**config.mk**
```make
export PLATFORM = sky130hd
export DESIGN_NAME = pc_redirect_controller
export DESIGN_NICKNAME = d
export VERILOG_FILES = /design/src/rtl/pc_ctrl_pkg.sv /design/src/rtl/pc_redirect_arbiter.sv /design/src/rtl/pc_redirect_controller.sv
export SDC_FILE = /design/constraint.sdc
export NUM_CORES = 1
export LEC_CHECK = 0
export ABC_AREA = 1
export CAP_MARGIN = 0
export CELL_PAD_IN_SITES_DETAIL_PLACEMENT = 0
export CELL_PAD_IN_SITES_GLOBAL_PLACEMENT = 1
export CORE_AREA = 2 2 126 128
export CTS_CLUSTER_DIAMETER = 80
export DETAILED_ROUTE_END_ITERATION = 16
export DIE_AREA = 0 0 128 130
export GPL_TIMING_DRIVEN = 0
export HOLD_SLACK_MARGIN = 0.08
export PLACE_DENSITY_LB_ADDON = 0.08
export RECOVER_POWER = 50
export REMOVE_ABC_BUFFERS = 1
export SLEW_MARGIN = 5
export SYNTH_ARGS = -nofsm -noshare
export SYNTH_HDL_FRONTEND = slang
export SYNTH_SLANG_ARGS = --single-unit
```
**constraint.sdc**
```tcl
create_clock -name clk -period 4.4 [get_ports clk]
set_clock_uncertainty 0.1 [all_clocks]
set_input_delay 0.88 -clock clk [delete_from_list [all_inputs] [get_ports clk]]
set_output_delay 0.88 -clock clk [all_outputs]
set_load 0.005 [all_outputs]
```
**src/rtl/pc_ctrl_pkg.sv**
```systemverilog
// Shared encodings and default addresses for the PC redirect controller.
package pc_ctrl_pkg;

  typedef enum logic [1:0] {
    RUN   = 2'd0,
    PEND  = 2'd1,
    DRAIN = 2'd2
  } pc_state_e;

  // Numeric order doubles as redirect priority.
  typedef enum logic [1:0] {
    NONE   = 2'd0,
    JUMP   = 2'd1,
    BRANCH = 2'd2,
    TRAP   = 2'd3
  } redirect_cls_e;

  localparam logic [31:0] RESET_PC_DEF    = 32'h0040_0000;
  localparam logic [31:0] TRAP_VECTOR_DEF = 32'h0040_0100;

endpackage

```
**src/rtl/pc_redirect_arbiter.sv**
```systemverilog
// Priority select among trap, branch and jump requests (trap > branch > jump).
module pc_redirect_arbiter
  import pc_ctrl_pkg::*;
#(
  parameter int unsigned     N           = 32,
  parameter logic [N-1:0]    TRAP_VECTOR = TRAP_VECTOR_DEF
) (
  input  logic          trap_req,
  input  logic          branch_req,
  input  logic [N-1:0]  branch_target,
  input  logic          jump_req,
  input  logic [N-1:0]  jump_target,
  output redirect_cls_e cls,
  output logic [N-1:0]  target,
  output logic          flush_if,
  output logic          flush_id
);

  // Highest-priority active request wins.
  always_comb begin
    cls      = NONE;
    target   = '0;
    flush_if = 1'b0;
    flush_id = 1'b0;
    if (trap_req) begin
      cls      = TRAP;
      target   = TRAP_VECTOR;
      flush_if = 1'b1;
      flush_id = 1'b1;
    end else if (branch_req) begin
      cls      = BRANCH;
      target   = branch_target;
      flush_if = 1'b1;
      flush_id = 1'b1;
    end else if (jump_req) begin
      cls      = JUMP;
      target   = jump_target;
      flush_if = 1'b1;
      flush_id = 1'b0;
    end else begin
      cls      = NONE;
      target   = '0;
      flush_if = 1'b0;
      flush_id = 1'b0;
    end
  end

endmodule

```
**src/rtl/pc_redirect_controller.sv**
```systemverilog
// Next-PC sequencing: PC+4, jump/branch redirects, stall buffering and trap drain.
module pc_redirect_controller
  import pc_ctrl_pkg::*;
#(
  parameter int unsigned  N            = 32,
  parameter logic [N-1:0] RESET_PC     = RESET_PC_DEF,
  parameter logic [N-1:0] TRAP_VECTOR  = TRAP_VECTOR_DEF,
  parameter int unsigned  DRAIN_CYCLES = 2
) (
  input  logic         clk,
  input  logic         reset,
  input  logic [N-1:0] pc_i,
  input  logic         fetch_stall_i,
  input  logic         jump_i,
  input  logic [N-1:0] jump_target_i,
  input  logic         branch_i,
  input  logic [N-1:0] branch_target_i,
  input  logic         trap_i,
  output logic [N-1:0] next_pc_o,
  output logic         flush_if_o,
  output logic         flush_id_o,
  output logic         busy_o
);

  localparam logic [3:0]   DRAIN_INIT = 4'(DRAIN_CYCLES - 1);
  localparam logic [N-1:0] PC_STEP    = {{(N-3){1'b0}}, 3'b100};

  pc_state_e     state_r, state_s;
  redirect_cls_e pend_cls_r, pend_cls_s;
  logic [N-1:0]  pend_pc_r, pend_pc_s;
  logic [3:0]    cnt_r, cnt_s;

  redirect_cls_e arb_cls_s;
  logic [N-1:0]  arb_tgt_s;
  logic          arb_fif_s, arb_fid_s;

  pc_redirect_arbiter #(.N(N), .TRAP_VECTOR(TRAP_VECTOR)) u_arb (
    .trap_req      (trap_i),
    .branch_req    (branch_i),
    .branch_target (branch_target_i),
    .jump_req      (jump_i),
    .jump_target   (jump_target_i),
    .cls           (arb_cls_s),
    .target        (arb_tgt_s),
    .flush_if      (arb_fif_s),
    .flush_id      (arb_fid_s)
  );

  // Next-state, pending-slot and zero-latency output decode.
  always_comb begin
    state_s    = state_r;
    pend_cls_s = pend_cls_r;
    pend_pc_s  = pend_pc_r;
    cnt_s      = cnt_r;
    next_pc_o  = pc_i;
    flush_if_o = 1'b0;
    flush_id_o = 1'b0;
    busy_o     = 1'b0;
    if (reset) begin
      next_pc_o = RESET_PC;
    end else begin
      busy_o = (state_r != RUN);
      case (state_r)
        RUN, PEND: begin
          if (trap_i) begin
            state_s    = DRAIN;
            cnt_s      = DRAIN_INIT;
            pend_cls_s = NONE;
            flush_if_o = 1'b1;
            flush_id_o = 1'b1;
          end else if (state_r == RUN) begin
            if (arb_cls_s != NONE) begin
              flush_if_o = arb_fif_s;
              flush_id_o = arb_fid_s;
              if (fetch_stall_i) begin
                pend_pc_s  = arb_tgt_s;
                pend_cls_s = arb_cls_s;
                state_s    = PEND;
              end else begin
                next_pc_o = arb_tgt_s;
              end
            end else begin
              next_pc_o = fetch_stall_i ? pc_i : pc_i + PC_STEP;
            end
          end else begin
            // Only a strictly younger-and-stronger redirect may displace the buffered one.
            if (arb_cls_s > pend_cls_r) begin
              pend_pc_s  = arb_tgt_s;
              pend_cls_s = arb_cls_s;
              flush_if_o = arb_fif_s;
              flush_id_o = arb_fid_s;
            end else begin
              pend_pc_s = pend_pc_r;
            end
            if (!fetch_stall_i) begin
              next_pc_o  = pend_pc_s;
              pend_cls_s = NONE;
              state_s    = RUN;
            end else begin
              next_pc_o = pc_i;
            end
          end
        end
        DRAIN: begin
          flush_if_o = 1'b1;
          flush_id_o = 1'b1;
          if (cnt_r == 4'd0) begin
            if (!fetch_stall_i) begin
              next_pc_o = TRAP_VECTOR;
              state_s   = RUN;
            end else begin
              next_pc_o = pc_i;
            end
          end else begin
            cnt_s = cnt_r - 4'd1;
          end
        end
        default: begin
          state_s = RUN;
        end
      endcase
    end
  end

  // State, pending slot and drain counter registers.
  always_ff @(posedge clk) begin
    if (reset) begin
      state_r    <= RUN;
      pend_cls_r <= NONE;
      pend_pc_r  <= '0;
      cnt_r      <= 4'd0;
    end else begin
      state_r    <= state_s;
      pend_cls_r <= pend_cls_s;
      pend_pc_r  <= pend_pc_s;
      cnt_r      <= cnt_s;
    end
  end

endmodule

```
==> out/results.ini <==
[global_routing]
first_global_vias=5966
grtUsageMet3_pct=4.43
grt.busiest_layer=met2
grt_max_degree=46
groute.layer.met2.usage_pct=43.1
grt_pass1_wl_um=33800
grtUsageMet1_pct=35.2
antenna_found_initial=0
grt_usage_pct=26.4
globalRouteOverflowTotal=0

[cells_and_area]
area_growth_pct=41.0
final_common_cell=nand2_1
layout_common_cells=nand2_1 (231), clkdlybuf4s50_1 (122), a21oi_1 (80)
drive_gt1_share_pct=10.9
nets=1094
layout.cells.non_filler=1179
antenna_cells=0

[clock_network]
cts_buffers=5
clk_latency_ns=0.31
htree_levels=2
cts_tree=yes
clk_pin_slew_ns=0.07
cts_max_path_buffers=2
cts_sinks=40
root_buffer=clkbuf_16
hold_buffers=0

[hold_path]
hold_class=reg -> reg
min_from=pend_cls_r[1]

[sta]
final_max_slew_viol_count=0
period_share_pct=96.8
rsz0062_at_grt=yes
fin_crit_ns=4.26
hold_violations=0
worst_slack_ns=0.143
fmax_mhz=235
worst_pin_slew_ns=1.28
maxSlewHeadroom_pct=14.6
setup_viol=0
finalSetupTns_ns=0

[placed_design]
placedCellCount=1152
post-place-ws_ns=-2.39
dp_hpwl_um=13800
gp_congestion=0.858
portBuffers=136

[floorplan]
dieArea_mm2=0.0166
fp.dieW_um=128
fp-row-count=46
die_h_um=130
initial_core_util_pct=31.4
io_pins=137
core_mm2=0.0154

[yosys]
ys_warn_count=0
synth_edf_count=0
ys_ff_latch=40
synth_seq_area_share_pct=16.5
synth_area_mm2=0.00484
synth-async-reset-ratio_pct=0
synth_flop_cell=dfxtp_1
syn_area_per_cell_um2=5.51
synthDistinctLibCells=40
synth_cells=878

[pwr]
p_leak_nw=2.84
powerDensity_mw_per_mm2=256
ir_drop_mv=0.157

[worst_setup_path]
r2r-start=state_r[1]
critPathMaxFanout=4
worstSetupStartpoint=pc_i[15]
cp.arrival_ns=3.28
cp-start-kind=input port
path_class=in -> out
end_kind=primary output
rrSetupSlack_ns=0.91
cp_data_required_time_ns=3.42

[drt]
wirelength_um=22200
drt-vias-per-instance=5.50
num_vias=6486
drc=0
firstDrtPassIters=7
drt_iter0_drc=474
routedWlPerCell_um=18.8
antenna_left=0

[flow_run]
max_cap_viol_count=0

[status]
status=completed

==> cells by family after synthesis <==
kind of cell               after synthesis  synth area share [%]
AOI/OAI and AO/OA                      238                  30.2
adders and majority gates                6                  1.55
buffers and inverters                  130                  10.6
DFF                                     40                  16.5
and+or+nand+nor                        464                  41.0
==> through the flow <==
step,area [um^2],utilization [%],power (mW),hold slack [ns]
floorplan,4610,-,0.838,0.355
global placement,6210,40.3,1.17,0.367
detailed placement,6210,40.2,1.17,0.374
CTS,6680,43.3,1.73,0.387
global route,6820,44.2,1.85,0.413
finish,6820,44.2,1.74,0.384
==> power by group <==
group / internal (mW) / total [mW] / switching (mW)
sequential: 0.402 / 0.426 / 0.0244
clock: 0.268 / 0.458 / 0.190
combinational: 0.348 / 0.859 / 0.512
==> final timing paths <==
| kind | to | cells after the start |
|---|---|---|
| max reg2reg | pend_pc_r[18] | 10 |
| min | pend_cls_r[1] | 2 |
| max | next_pc_o[22] | 12 |
| min reg2reg | pend_cls_r[1] | 2 |
==> Yosys cell counts (3+ instances only) <==
library cell | count | area (um^2)
dfxtp_1 | 40 | 801
a21oi_1 | 84 | 420
nand3b_1 | 4 | 30.0
a22oi_1 | 27 | 203
nand3_1 | 60 | 300
ha_1 | 6 | 75.1
nor2_4 | 3 | 33.8
nand2_1 | 238 | 893
or2_2 | 5 | 31.3
clkbuf_1 | 38 | 143
o21a_1 | 11 | 82.6
nor3_1 | 43 | 215
o211ai_1 | 4 | 30.0
o22ai_1 | 3 | 18.8
nand2_2 | 4 | 25.0
inv_1 | 69 | 259
and2_1 | 3 | 18.8
nand4_1 | 5 | 31.3
o21ai_0 | 69 | 345
nor2_1 | 91 | 342
inv_2 | 6 | 22.5
buf_4 | 4 | 30.0
nor2_2 | 3 | 18.8
a211oi_2 | 13 | 163
a31oi_1 | 11 | 68.8
buf_1 | 3 | 11.3
a22o_1 | 7 | 61.3
buf_2 | 8 | 40.0
==> layer usage <==
metal / share of wire, % / up-vias
met5: 0 / -
met1: 46 / 2978
li1: - / 3199
met3: 6.8 / 44
met4: 2.8 / 0
met2: 44 / 265
==> sequential cells by signal, indices dropped and copies added (netlist names) <==
signal / count
cnt_r: 4
pend_cls_r: 2
pend_pc_r: 32
state_r: 2
==> repair_timing <==
item                                    4_1_cts  5_1_grt
endpoints found under the setup margin       64       32
setup buffers                                11        1
gates cloned                                  6        1
resized for setup                            57       39
pin swaps                                     7        3
==> cell type report <==
type / count / area, um^2
inverter: 76 / 309
timing repair buffer: 149 / 1520
tap: 192 / 240
multi-input combinational: 713 / 3780
clock inverter: 2 / 35.0
timing repair inverter: 1 / 7.51
clock buffer: 6 / 129
fill: 1686 / 8600
sequential: 40 / 801
==> critical path: stages <==
cell	delay [ns]
clkdlybuf4s50_1	0.61
nand2_1	0.17
nor2_1	0.19
nand3_1	0.14
nor2_2	0.17
nand2_1	0.12
a21oi_1	0.12
o21ai_0	0.10
nand2_1	0.06
nand3_1	0.06
nand3_1	0.11
clkdlybuf4s50_1	0.54
Power figures use the tool's default switching activity.
